## src/rtl/lab1_seq_ctrl.sv

```systemverilog
`default_nettype none
// ============================================================================
//  Module   : lab1_seq_ctrl
//  Purpose  : Sequencing controller for the Lab1 ALU datapath. It latches an
//             operand pair and sweeps the ALU select from 0 to LAST_SEL. It
//             waits SETTLE_CYCLES per step and captures each result. Results
//             are handed over with valid/ready, and a one-cycle done pulse
//             marks the end of the sweep.
//  Options  : LAB1_SEQ_CHECKSUM_EN adds the res_sum running-sum output.
//  Revision : 1.0 - initial release
// ============================================================================
module lab1_seq_ctrl #(
  parameter int SETTLE_CYCLES = 1,
  parameter int LAST_SEL      = 3
) (
  input  logic       clk,
  input  logic       rst_n,
  input  logic       start,
  input  logic [2:0] x_in,
  input  logic [2:0] y_in,
  input  logic [7:0] alu_out,
  output logic [2:0] alu_x,
  output logic [2:0] alu_y,
  output logic [1:0] alu_sel,
  output logic       busy,
  output logic       res_valid,
  input  logic       res_ready,
  output logic [1:0] res_sel,
  output logic [7:0] res_data,
  output logic       done
`ifdef LAB1_SEQ_CHECKSUM_EN
  ,
  output logic [9:0] res_sum
`endif
);

  // Counter value on which the settled ALU result is captured.
  localparam logic [3:0] c_settle_last = 4'(SETTLE_CYCLES - 1);
  localparam logic [1:0] c_last_sel    = 2'(LAST_SEL);

  typedef enum logic [1:0] {
    S_IDLE   = 2'd0,
    S_SETTLE = 2'd1,
    S_EMIT   = 2'd2
  } state_t;

  state_t      state_q,     state_d;
  logic [3:0]  cnt_q,       cnt_d;
  logic [2:0]  alu_x_q,     alu_x_d;
  logic [2:0]  alu_y_q,     alu_y_d;
  logic [1:0]  alu_sel_q,   alu_sel_d;
  logic        busy_q,      busy_d;
  logic        res_valid_q, res_valid_d;
  logic [1:0]  res_sel_q,   res_sel_d;
  logic [7:0]  res_data_q,  res_data_d;
  logic        done_q,      done_d;
`ifdef LAB1_SEQ_CHECKSUM_EN
  logic [9:0]  sum_q,       sum_d;
`endif

  // The consumer takes the pending result on this edge.
  logic w_handshake;
  assign w_handshake = res_valid_q & res_ready;

  // Next-state and next-output computation for the sweep sequencer.
  always_comb begin
    state_d     = state_q;
    cnt_d       = cnt_q;
    alu_x_d     = alu_x_q;
    alu_y_d     = alu_y_q;
    alu_sel_d   = alu_sel_q;
    busy_d      = busy_q;
    res_valid_d = res_valid_q;
    res_sel_d   = res_sel_q;
    res_data_d  = res_data_q;
    done_d      = 1'b0;
`ifdef LAB1_SEQ_CHECKSUM_EN
    sum_d       = sum_q;
`endif

    case (state_q)
      S_IDLE: begin
        if (start) begin
          alu_x_d   = x_in;
          alu_y_d   = y_in;
          alu_sel_d = 2'd0;
          cnt_d     = 4'd0;
          busy_d    = 1'b1;
          state_d   = S_SETTLE;
`ifdef LAB1_SEQ_CHECKSUM_EN
          sum_d     = 10'd0;
`else
          // Without the checksum there is nothing else to clear at start.
`endif
        end
      end

      S_SETTLE: begin
        cnt_d = cnt_q + 4'd1;
        if (cnt_q == c_settle_last) begin
          res_data_d  = alu_out;
          res_sel_d   = alu_sel_q;
          res_valid_d = 1'b1;
          state_d     = S_EMIT;
        end
      end

      S_EMIT: begin
        // Result registers are untouched until the consumer takes them.
        if (w_handshake) begin
          res_valid_d = 1'b0;
`ifdef LAB1_SEQ_CHECKSUM_EN
          sum_d       = sum_q + {2'b00, res_data_q};
`endif
          if (alu_sel_q == c_last_sel) begin
            done_d  = 1'b1;
            busy_d  = 1'b0;
            state_d = S_IDLE;
          end else begin
            alu_sel_d = alu_sel_q + 2'd1;
            cnt_d     = 4'd0;
            state_d   = S_SETTLE;
          end
        end
      end

      default: begin
        busy_d      = 1'b0;
        res_valid_d = 1'b0;
        state_d     = S_IDLE;
      end
    endcase
  end

  // State and output registers; synchronous active-low reset aborts any sweep.
  always_ff @(posedge clk) begin
    if (!rst_n) begin
      state_q     <= S_IDLE;
      cnt_q       <= 4'd0;
      alu_x_q     <= 3'd0;
      alu_y_q     <= 3'd0;
      alu_sel_q   <= 2'd0;
      busy_q      <= 1'b0;
      res_valid_q <= 1'b0;
      res_sel_q   <= 2'd0;
      res_data_q  <= 8'd0;
      done_q      <= 1'b0;
`ifdef LAB1_SEQ_CHECKSUM_EN
      sum_q       <= 10'd0;
`endif
    end else begin
      state_q     <= state_d;
      cnt_q       <= cnt_d;
      alu_x_q     <= alu_x_d;
      alu_y_q     <= alu_y_d;
      alu_sel_q   <= alu_sel_d;
      busy_q      <= busy_d;
      res_valid_q <= res_valid_d;
      res_sel_q   <= res_sel_d;
      res_data_q  <= res_data_d;
      done_q      <= done_d;
`ifdef LAB1_SEQ_CHECKSUM_EN
      sum_q       <= sum_d;
`endif
    end
  end

  assign alu_x     = alu_x_q;
  assign alu_y     = alu_y_q;
  assign alu_sel   = alu_sel_q;
  assign busy      = busy_q;
  assign res_valid = res_valid_q;
  assign res_sel   = res_sel_q;
  assign res_data  = res_data_q;
  assign done      = done_q;
`ifdef LAB1_SEQ_CHECKSUM_EN
  assign res_sum   = sum_q;
`endif

endmodule
`default_nettype wire

```

## config.mk

```make
export PLATFORM = sky130hd
export DESIGN_NAME = lab1_seq_ctrl
export DESIGN_NICKNAME = d
export VERILOG_FILES = /design/src/rtl/lab1_seq_ctrl.sv
export SDC_FILE = /design/constraint.sdc
export NUM_CORES = 1
export LEC_CHECK = 0
export ABC_AREA = 1
export BUFFER_PORTS_ARGS = -buffer_cell sky130_fd_sc_hd__buf_2
export CAP_MARGIN = 20
export CORE_MARGIN = 2
export CORE_UTILIZATION = 43
export CTS_BUF_LIST = sky130_fd_sc_hd__clkbuf_16
export DETAILED_ROUTE_END_ITERATION = 6
export GPL_TIMING_DRIVEN = 0
export PLACE_DENSITY_LB_ADDON = 0.05
export SYNTH_ARGS = -nofsm -noshare
export SYNTH_HDL_FRONTEND = slang
export SYNTH_SLANG_ARGS = --single-unit
```

## constraint.sdc

```tcl
create_clock -name clk -period 1.3 [get_ports clk]
set_clock_uncertainty 0.05 [all_clocks]
set_input_delay 0.325 -clock clk [delete_from_list [all_inputs] [get_ports clk]]
set_output_delay 0.325 -clock clk [all_outputs]
set_load 0.01 [all_outputs]
```

==> results, run 1 <==
- The worst setup slack before clock tree synthesis is -0.0520 ns.
- The required time reported for the critical path endpoint is 1.41 ns.
- The first global-routing pass estimated 4530 microns of wire.
- The I/O pin count is 39.
- The endpoint type of the worst setup path is a register.
- In the routed design, unresolved DRC markers number 0.
- Power spread over the standard cell area amounts to 1840 nW/um^2.
- The number of synthesized flops with an enable pin is 0.
- For this run, the register share of the synthesized area comes to 0.476.
- The number of routed nets with antenna violations is 0.
- The path with the worst hold slack has its endpoint at res_data[0].
- Setup repair after global routing could not meet its margin everywhere.
- The number of antenna diodes in the final layout is 0.
- The count of input and output buffers is 38.
- The first detailed-routing pass ran for 4 iterations.
- When the netlist entered floorplanning its net count stood at 168.
- The flow ran to the end, but the final reports show violations.
- After routing, the total negative slack on setup checks comes to -0.000134 ns.
- The transition time at the pin with the least slew margin is 0.419 ns.
- Setup slack on the critical path of the routed design comes to -0.000134 ns.
- In the final layout, the multi-input gates occupy 586 sq um.
- The total of hold buffers inserted after clock tree synthesis is 0.
- After the first detailed-routing iteration, the DRC count stood at 29.
- Of the total power, the share spent switching nets is 0.353.
- In the layout the commonest cells are buf_2 (38), nor2_1 (32), dfxtp_1 (22), nand2_1 (15), o21ai_0 (11).
- The number of antenna violations at the first check in global routing is 0.
- The number of buffers created by CTS is 3.
- The latest clock arrival within the worst-skew pair is 0.26 ns.
- The most common library cell in the layout ignoring fill and taps is buf_2.
- The die covers 3070 sq um.
- The worst setup path category is reg -> reg.
- The floorplan die width is 55.4 microns.
- Setup violations remaining at the end of the flow were counted as 1.
- In this run the most critical hold path is launched from alu_out[0].
- Headroom to the max-slew limit came out at 0.721.
- The routed design could run at a clock period as short as 1.30 ns.
- For this run, the total global-route usage over all layers was measured as 0.182.
- Yosys printed 0 warnings.
- Of the available clock period, the critical path in the final layout requires 1.00.
- After floorplanning, the core was sized to cover 2500 sq um.
- The main flop type after synthesis is dfxtp_1.
- The HPWL after detailed placement is 1810 microns.
- The routed layout has 1,092 vias.
- The initial utilization of the core area, before any placement, comes to 0.454.
- In this run, distinct cell masters in the synthesized netlist total 21.
- The arrival time at the worst endpoint is 1.41 ns.
- The remaining global-route overflow is 0.
- Row generation in the floorplan step produced 18 rows.
- The pin count of the biggest net entering global routing is 17.
- The worst-case register-to-register setup slack is -0.0001 ns.
- The number of pins with negative max-slew slack in the final report is 0.
- Summing internal, switching and leakage power gives 2.97 mW.
- Clock-pin slew was measured on the worst setup and hold paths at 0.07 ns.
- The checks that failed: negative setup slack.
- At the end of routability-driven placement, the weighted congestion stood at 0.737.
- Summing all placed instances gives a cell area of 1360 sq um.
- VDD sags by at most 1.30 mV.
- At the end of the flow, the number of nets in the layout was 219.
- The finished cells cover 1610 sq um.
- Of the total power, combinational logic draws 0.379.
- The type of the worst min-delay path is in -> reg.
- The longest clock path from root to sink contains 2 buffers.
- On the final layout, the worst hold slack is 0.248 ns.
- The highest achievable clock rate is 0.769 GHz.
- After technology mapping, the gate count stands at 147.
- TritonCTS built the clock tree.
- The final-layout fill cell count is 245.
- The floorplan step set the die height to 55.4 microns.
- The leakage power figure is 0.768 nW.
- The number of max-cap violations is 0.
- Of the total power, the clock network draws 0.243.
- The worst register-to-register path has a depth of 8.
- The internal portion of the total power is 1.92 mW.
- The worst-path maximum fanout is 5.
- Of the cells placed in the final design, the portion with a size suffix greater than 1 is 0.431.
- The launch point of the worst reg-to-reg path is state_q[0].
- The number of stages on the worst hold path is 3.
- The routed via count divided by cell count is 4.81.
- The hold violation total from the final report is 0.
- The via count of the first global-routing pass is 1,019.
- The average instance in the mapped netlist occupies 7.73 sq um.
- The flip-flop and latch count after synthesis is 27.
- The clock net in this run drives a total of 27 sinks.
- The final routed wire length divided by cell count is 12.5 microns.
- The sum of routed wire length over all layers is 2840 microns.
- The cell at the root of the clock tree is clkbuf_16.
- The number of levels the H-tree was split into is 1.
- Of the total power, registers draw 0.378.
- The worst setup path is launched from a register.
- The footprint of the flip-flops and latches is 549 sq um.
- Of all flip-flops after synthesis, the portion carrying an async set or reset was 0.
- Summing every instance area after synthesis gives 1140 sq um.
- The capturing point of the worst reg2reg path is res_data[6].
- The net load switching power is 1.05 mW.
- Relative to the synthesized area, the layout overhead comes to 41.9%.
[metal layers]
layer | vias to the layer above | share of wire | global-route usage
met2 | 34 | 0.48 | 0.296
met3 | 4 | 0.053 | 0.0398
met4 | 0 | 0.0092 | 0.0523
met1 | 482 | 0.46 | 0.244
met5 | - | 0 | 0
li1 | 572 | - | -
[synth_stat cells, types with 2 or more instances]
library cell	number	area, sq um
inv_1	10	37.5
ha_1	3	37.5
nor2_4	2	22.5
a21oi_1	8	40.0
o21ai_1	3	15.0
nand3_1	5	25.0
nor2_1	40	150
nand2_1	17	63.8
o211ai_2	2	25.0
o21ai_0	16	80.1
inv_2	3	11.3
dfxtp_1	27	541
a21oi_2	2	17.5
buf_6	2	22.5
[sequential cells by signal (all words and copies together) (netlist names), 2 cells and up]
name,count
alu_sel,2
res_data,8
res_sel,2
alu_y,3
alu_x,3
cnt_q,4
state_q,2
[what timing repair did]
item                                    CTS  global route
cloned                                    0             1
pin swaps                                 0             4
endpoints found under the setup margin   11            21
gates resized for setup                   6            28
buffers inserted                          0             7
[worst max-delay path: stages (launching register included)]
cell and delay, ns:
dfxtp_4 0.38, inv_6 0.05, nor2_4 0.14, inv_2 0.07, nor2_4 0.14, inv_2 0.07
clkbuf_16 0.16, nor2_4 0.08, nor2_1 0.05
[layout make-up]
type | count | share of cell area
multi-input cells | 103 | 0.363
clock buffers | 3 | 0.0466
plain buffers | 4 | 0.0217
clock inverters | 1 | 0.00466
flip-flops and latches | 27 | 0.341
well taps | 30 | 0.0233
inverters | 13 | 0.0334
repair buffers | 46 | 0.166
[cells by family (layout without fill, tap and decap cells)]
group,Yosys count,in the layout,share of synthesized area
AND/OR/NAND/NOR,67,67,0.250
AO/OA/AOI/OAI,33,33,0.171
flip-flops,27,27,0.476
buffers and inverters,17,67,0.0705
adder cells (fa/ha/maj),3,3,0.0330
[worst max-delay path by stage]
stage                           from     endpoint  slack, ns  cells past startpoint
after detailed placement    cnt_q[0]  res_data[5]      -0.05                      7
after floorplan           alu_sel[0]   alu_sel[1]       0.07                      5
final                     state_q[0]  res_data[6]    -0.0001                      8
after global routing      state_q[0]  res_data[6]      -0.07                      8
after global placement    alu_sel[0]   alu_sel[1]      0.007                      5
after CTS                   cnt_q[0]  res_data[5]      -0.01                      7
[per-stage QoR]
step           instances   util
2_1_floorplan        147      -
3_3_place_gp         215  0.546
3_5_place_dp         215  0.546
4_1_cts              219  0.584
5_1_grt              227  0.645
6_report             227  0.645
[power by group through the flow]
stage,Combinational [mW],Sequential (mW),Clock [mW]
final,1.13,1.12,0.721
after global routing,1.25,1.15,0.765
after CTS,0.877,1.11,0.724
after detailed placement,0.861,1.12,0
after global placement,0.843,1.11,0
after floorplan,0.516,1.18,0
Power figures use the tool's default switching activity.
==> inputs of run 2 (changes only) <==
--- a/config.mk
+++ b/config.mk
@@ -5,11 +5,10 @@
 export SDC_FILE = /design/constraint.sdc
 export NUM_CORES = 1
 export LEC_CHECK = 0
-export ABC_AREA = 1
 export BUFFER_PORTS_ARGS = -buffer_cell sky130_fd_sc_hd__buf_2
 export CAP_MARGIN = 20
 export CORE_MARGIN = 2
-export CORE_UTILIZATION = 43
+export CORE_UTILIZATION = 45
 export CTS_BUF_LIST = sky130_fd_sc_hd__clkbuf_16
 export DETAILED_ROUTE_END_ITERATION = 6
 export GPL_TIMING_DRIVEN = 0
==> constraint.sdc (replaced) <==
create_clock -name clk -period 1.3 [get_ports clk]
set_clock_uncertainty 0.05 [all_clocks]
set_input_delay 0.325 -clock clk [delete_from_list [all_inputs] [get_ports clk]]
set_output_delay 0.325 -clock clk [all_outputs]
set_load 0.1 [all_outputs]
==> run 2 against run 1 <==
Net effect: the flow still finishes with violations (negative setup slack); die area rose by 4.8%; combinational power decreased by 14%; via count rose by 2.1%; maximum frequency decreased by 5.6%; setup slack got worse by 0.077 ns; critical path depth decreased by 1; critical endpoint is now res_data[5]; utilization rose by 6.5 points; flip-flop and latch count did not move; sequential share of layout area shrank 3.7 points; clock power shrank 1%; largest power group unchanged; wire length up 6.1%; critical path type unchanged.
==> results, run 2 <==
- The checks that failed: negative setup slack.
- The sum of routed wire length over all layers is 3010 microns.
- Counting distinct cell types in the post-synthesis netlist gives 35.
- The I/O pin count is 39.
- At the end of routability-driven placement, the weighted congestion stood at 0.842.
- TritonCTS created 3 clock buffers.
- The ratio of final minimum period to clock period is 1.06.
- The number of setup violations in the final report is 10.
- The final routed wire length divided by cell count is 14.0 microns.
- The floorplan step defined a die boundary enclosing 3220 sq um.
- met2 is the most crowded layer.
- The flip-flop and latch count after synthesis is 27.
- Across every metal layer, demand over resource in global routing totals 0.181.
- TritonCTS built the clock tree.
- When the netlist entered floorplanning its net count stood at 150.
- The met3 usage is 0.0323.
- The worst-case register-to-register setup slack is -0.08 ns.
- The share of the Yosys chip area taken by registers is 0.432.
- The number of routed nets with antenna violations is 0.
- The global-route track usage on met1 is 0.236.
- The worst setup path is captured at a register.
- The synthesized netlist occupies a cell area of 1250 sq um.
- The synthesized instance count is 129.
- Among all cell types in the netlist, the one instantiated most often is dfxtp_1.
- Dividing the detail-routed via count by the number of cells gives 5.19.
- The core region is 2690 sq um.
- The worst voltage drop across the vdd grid is 1.15 mV.
- Data on the critical path arrives at its endpoint at 1.48 ns.
- The number of antenna violations at the first check in global routing is 0.
- The clock drives 27 sinks.
- After global routing the overflow that remains totals 0.
- The library cells used most frequently in the layout, excluding fill and tap cells, are buf_4 (28), dfxtp_2 (21), buf_2 (19), mux2i_1 (16), nor2b_1 (16).
- Row generation in the floorplan step produced 19 rows.
- The layout-stage area growth over the synthesis result is 52.5%.
- The critical path is of the reg -> reg type.
- The die is 56.7 microns wide.
- Yosys printed 0 warnings.
- The final instance area is 1910 sq um.
- By area the synthesized netlist is led by dfxtp_1 (43%), mux2i_1 (13%), nor2b_1 (8.0%), ha_1 (3.0%), nand3_1 (2.8%).
- Leaving out fill and tap cells, the most frequent cell in the layout is buf_4.
- Detailed placement finished with a half-perimeter wire length of 1920 microns.
- The share of synthesized registers carrying an async set or reset is 0.
- The main flop type after synthesis is dfxtp_1.
- Detailed routing inserted a total of 1,115 vias.
- The highest achievable clock rate is 0.726 GHz.
- The first global-routing pass estimated 4560 microns of wire.
- The hold violation total from the final report is 0.
- The number of antenna diodes in the final layout is 0.
- The violation count after the first detailed-routing iteration is 28.
- The total of hold buffers inserted after clock tree synthesis is 0.
- In the global route stage, met2 resource usage came out at 0.306.
- On the critical path the largest part of the delay comes from simple AND/OR/NAND/NOR gates.
- Counting instances in the post-synthesis netlist gives the leading cell types as dfxtp_1 (27), mux2i_1 (16), nor2b_1 (16).
- The slack of the critical path is -0.0770 ns.
- The maximum number of buffers from clock root to sink is 2.
- The largest total area in the synthesized netlist belongs to dfxtp_1.
- The register with the most flip-flops in the layout has 8 of them.
- The initial standard-cell utilization of the core is 0.465.
- The transition time at the pin with the least slew margin is 0.430 ns.
- Clock-pin slew was measured on the worst setup and hold paths at 0.07 ns.
- The critical path goes through inv_2, ha_4, nor3b_4, nand2_4, buf_8, mux2i_1, nor2b_1.
- Along the worst path, the maximum fanout reaches 5.
- Data on the critical path is required at its endpoint by 1.40 ns.
- The run finished, with violations left.
- A synthesized cell averages 9.69 sq um.
- The minimum clock period is 1.38 ns.
- The relative slew slack is 0.713.
- In the final layout, the share of cells above drive strength 1 is 0.554.
- The slowest stage of the critical path belongs to the cell dfxtp_2.
- STA classifies the critical path startpoint as a register.
- Port buffering added 37 buffers.
- The number of DRC violations after detailed routing is 0.
- The cell area after placement is 1550 sq um.
- The worst hold path belongs to the class in -> reg.
- CTS built an H-tree with a depth of 1.
- Across the run, the number of max-cap violations was 0.
- The pin count of the biggest net entering global routing is 17.
- In this design, the stage delay of the slowest critical-path cell is 0.33 ns.
- The net count reported at finish is 206.
- The number of pins with negative max-slew slack in the final report is 0.
- On the final layout, the worst hold slack is 0.269 ns.
- The cell at the root of the clock tree is clkbuf_16.
- The via count of the first global-routing pass came to 1,029.
- Counting flops with a built-in enable in the synthesized netlist gives 0.
- The analysis attributes to cell leakage a power of 0.860 nW.
- The power density over the cells is 1390 nW/um^2.
- The latest clock arrival within the worst-skew pair is 0.26 ns.
- The top-area cell type share of the netlist area is 0.432.
- The overall die height is 56.7 microns.
- The pre-antenna-repair detailed-routing pass consisted of 4 iterations.
- The number of buffers and inverters on the critical path is 2.
- Setup repair after global routing could not meet its margin everywhere.
[run 2: cell types whose count changed in the layout (fill, tap and decap cells not counted), sizes merged, moves of 9 or more]
cell   delta
nor2     -40
nor2b    +18
mux2i    +16
o21ai    -14
buf       +9
inv       -9
nand2     -9
[run 2: layout make-up]
cell class	instances	area [sq um]
buffer	8	58.8
clock buffer	3	75.1
clock inverter	1	6.26
fill	204	781
inverter	3	11.3
multi-input combinational	91	749
sequential	27	578
tap	31	38.8
timing repair buffer	51	388
[run 2: through the flow]
step | setup TNS, ns | setup slack (ns) | util | power, mW | cells
2_1_floorplan | -0.238 | -0.0701 | - | 1.62 | 129
3_3_place_gp | -1.11 | -0.0889 | 0.575 | 1.74 | 197
3_5_place_dp | -1.58 | -0.138 | 0.575 | 1.76 | 197
4_1_cts | -0.634 | -0.100 | 0.660 | 2.58 | 208
5_1_grt | -1.48 | -0.159 | 0.709 | 2.75 | 215
6_report | -0.433 | -0.0770 | 0.709 | 2.64 | 215
[run 2: path summary, 6_finish.rpt]
path         cells after the start       start           to
max                              7    cnt_q[0]  res_data[5]
max reg2reg                      7    cnt_q[0]  res_data[5]
min reg2reg                      2  res_sel[0]   res_sel[0]
min                              3  alu_out[2]  res_data[2]
[run 2: worst min-delay path: cells and delay by family]
| kind | cells | cell delay (ns) |
|---|---|---|
| buf+inv | 1 | 0.08 |
| mux | 1 | 0.05 |
| simple gates | 1 | 0.09 |
[run 2: repair_timing]
item | in CTS | in global routing
gates resized for setup | 28 | 25
cloned | 1 | 1
setup buffers | 6 | 6
pin swaps | 3 | 9
setup endpoints to repair | 38 | 22
[run 2: logic make-up after synthesis]
group           share of synthesized area
xor+xnor                           0.0140
simple gates                        0.257
mux                                 0.128
buf+inv                            0.0470
fa+ha+maj                          0.0300
compound gates                     0.0911
flops                               0.432
[run 2: routing by layer]
metal,wire length (microns),share of wire
met5,0,0
met4,21,0.0070
met3,120,0.040
met2,1540,0.51
met1,1330,0.44
[run 2: power by group]
group | switching (mW) | total [mW] | leakage, nW | internal, mW
Combinational | 0.621 | 0.975 | 0.587 | 0.353
Clock | 0.293 | 0.712 | 0.0414 | 0.420
Sequential | 0.0513 | 0.954 | 0.231 | 0.903
Total | 0.965 | 2.64 | 0.860 | 1.68
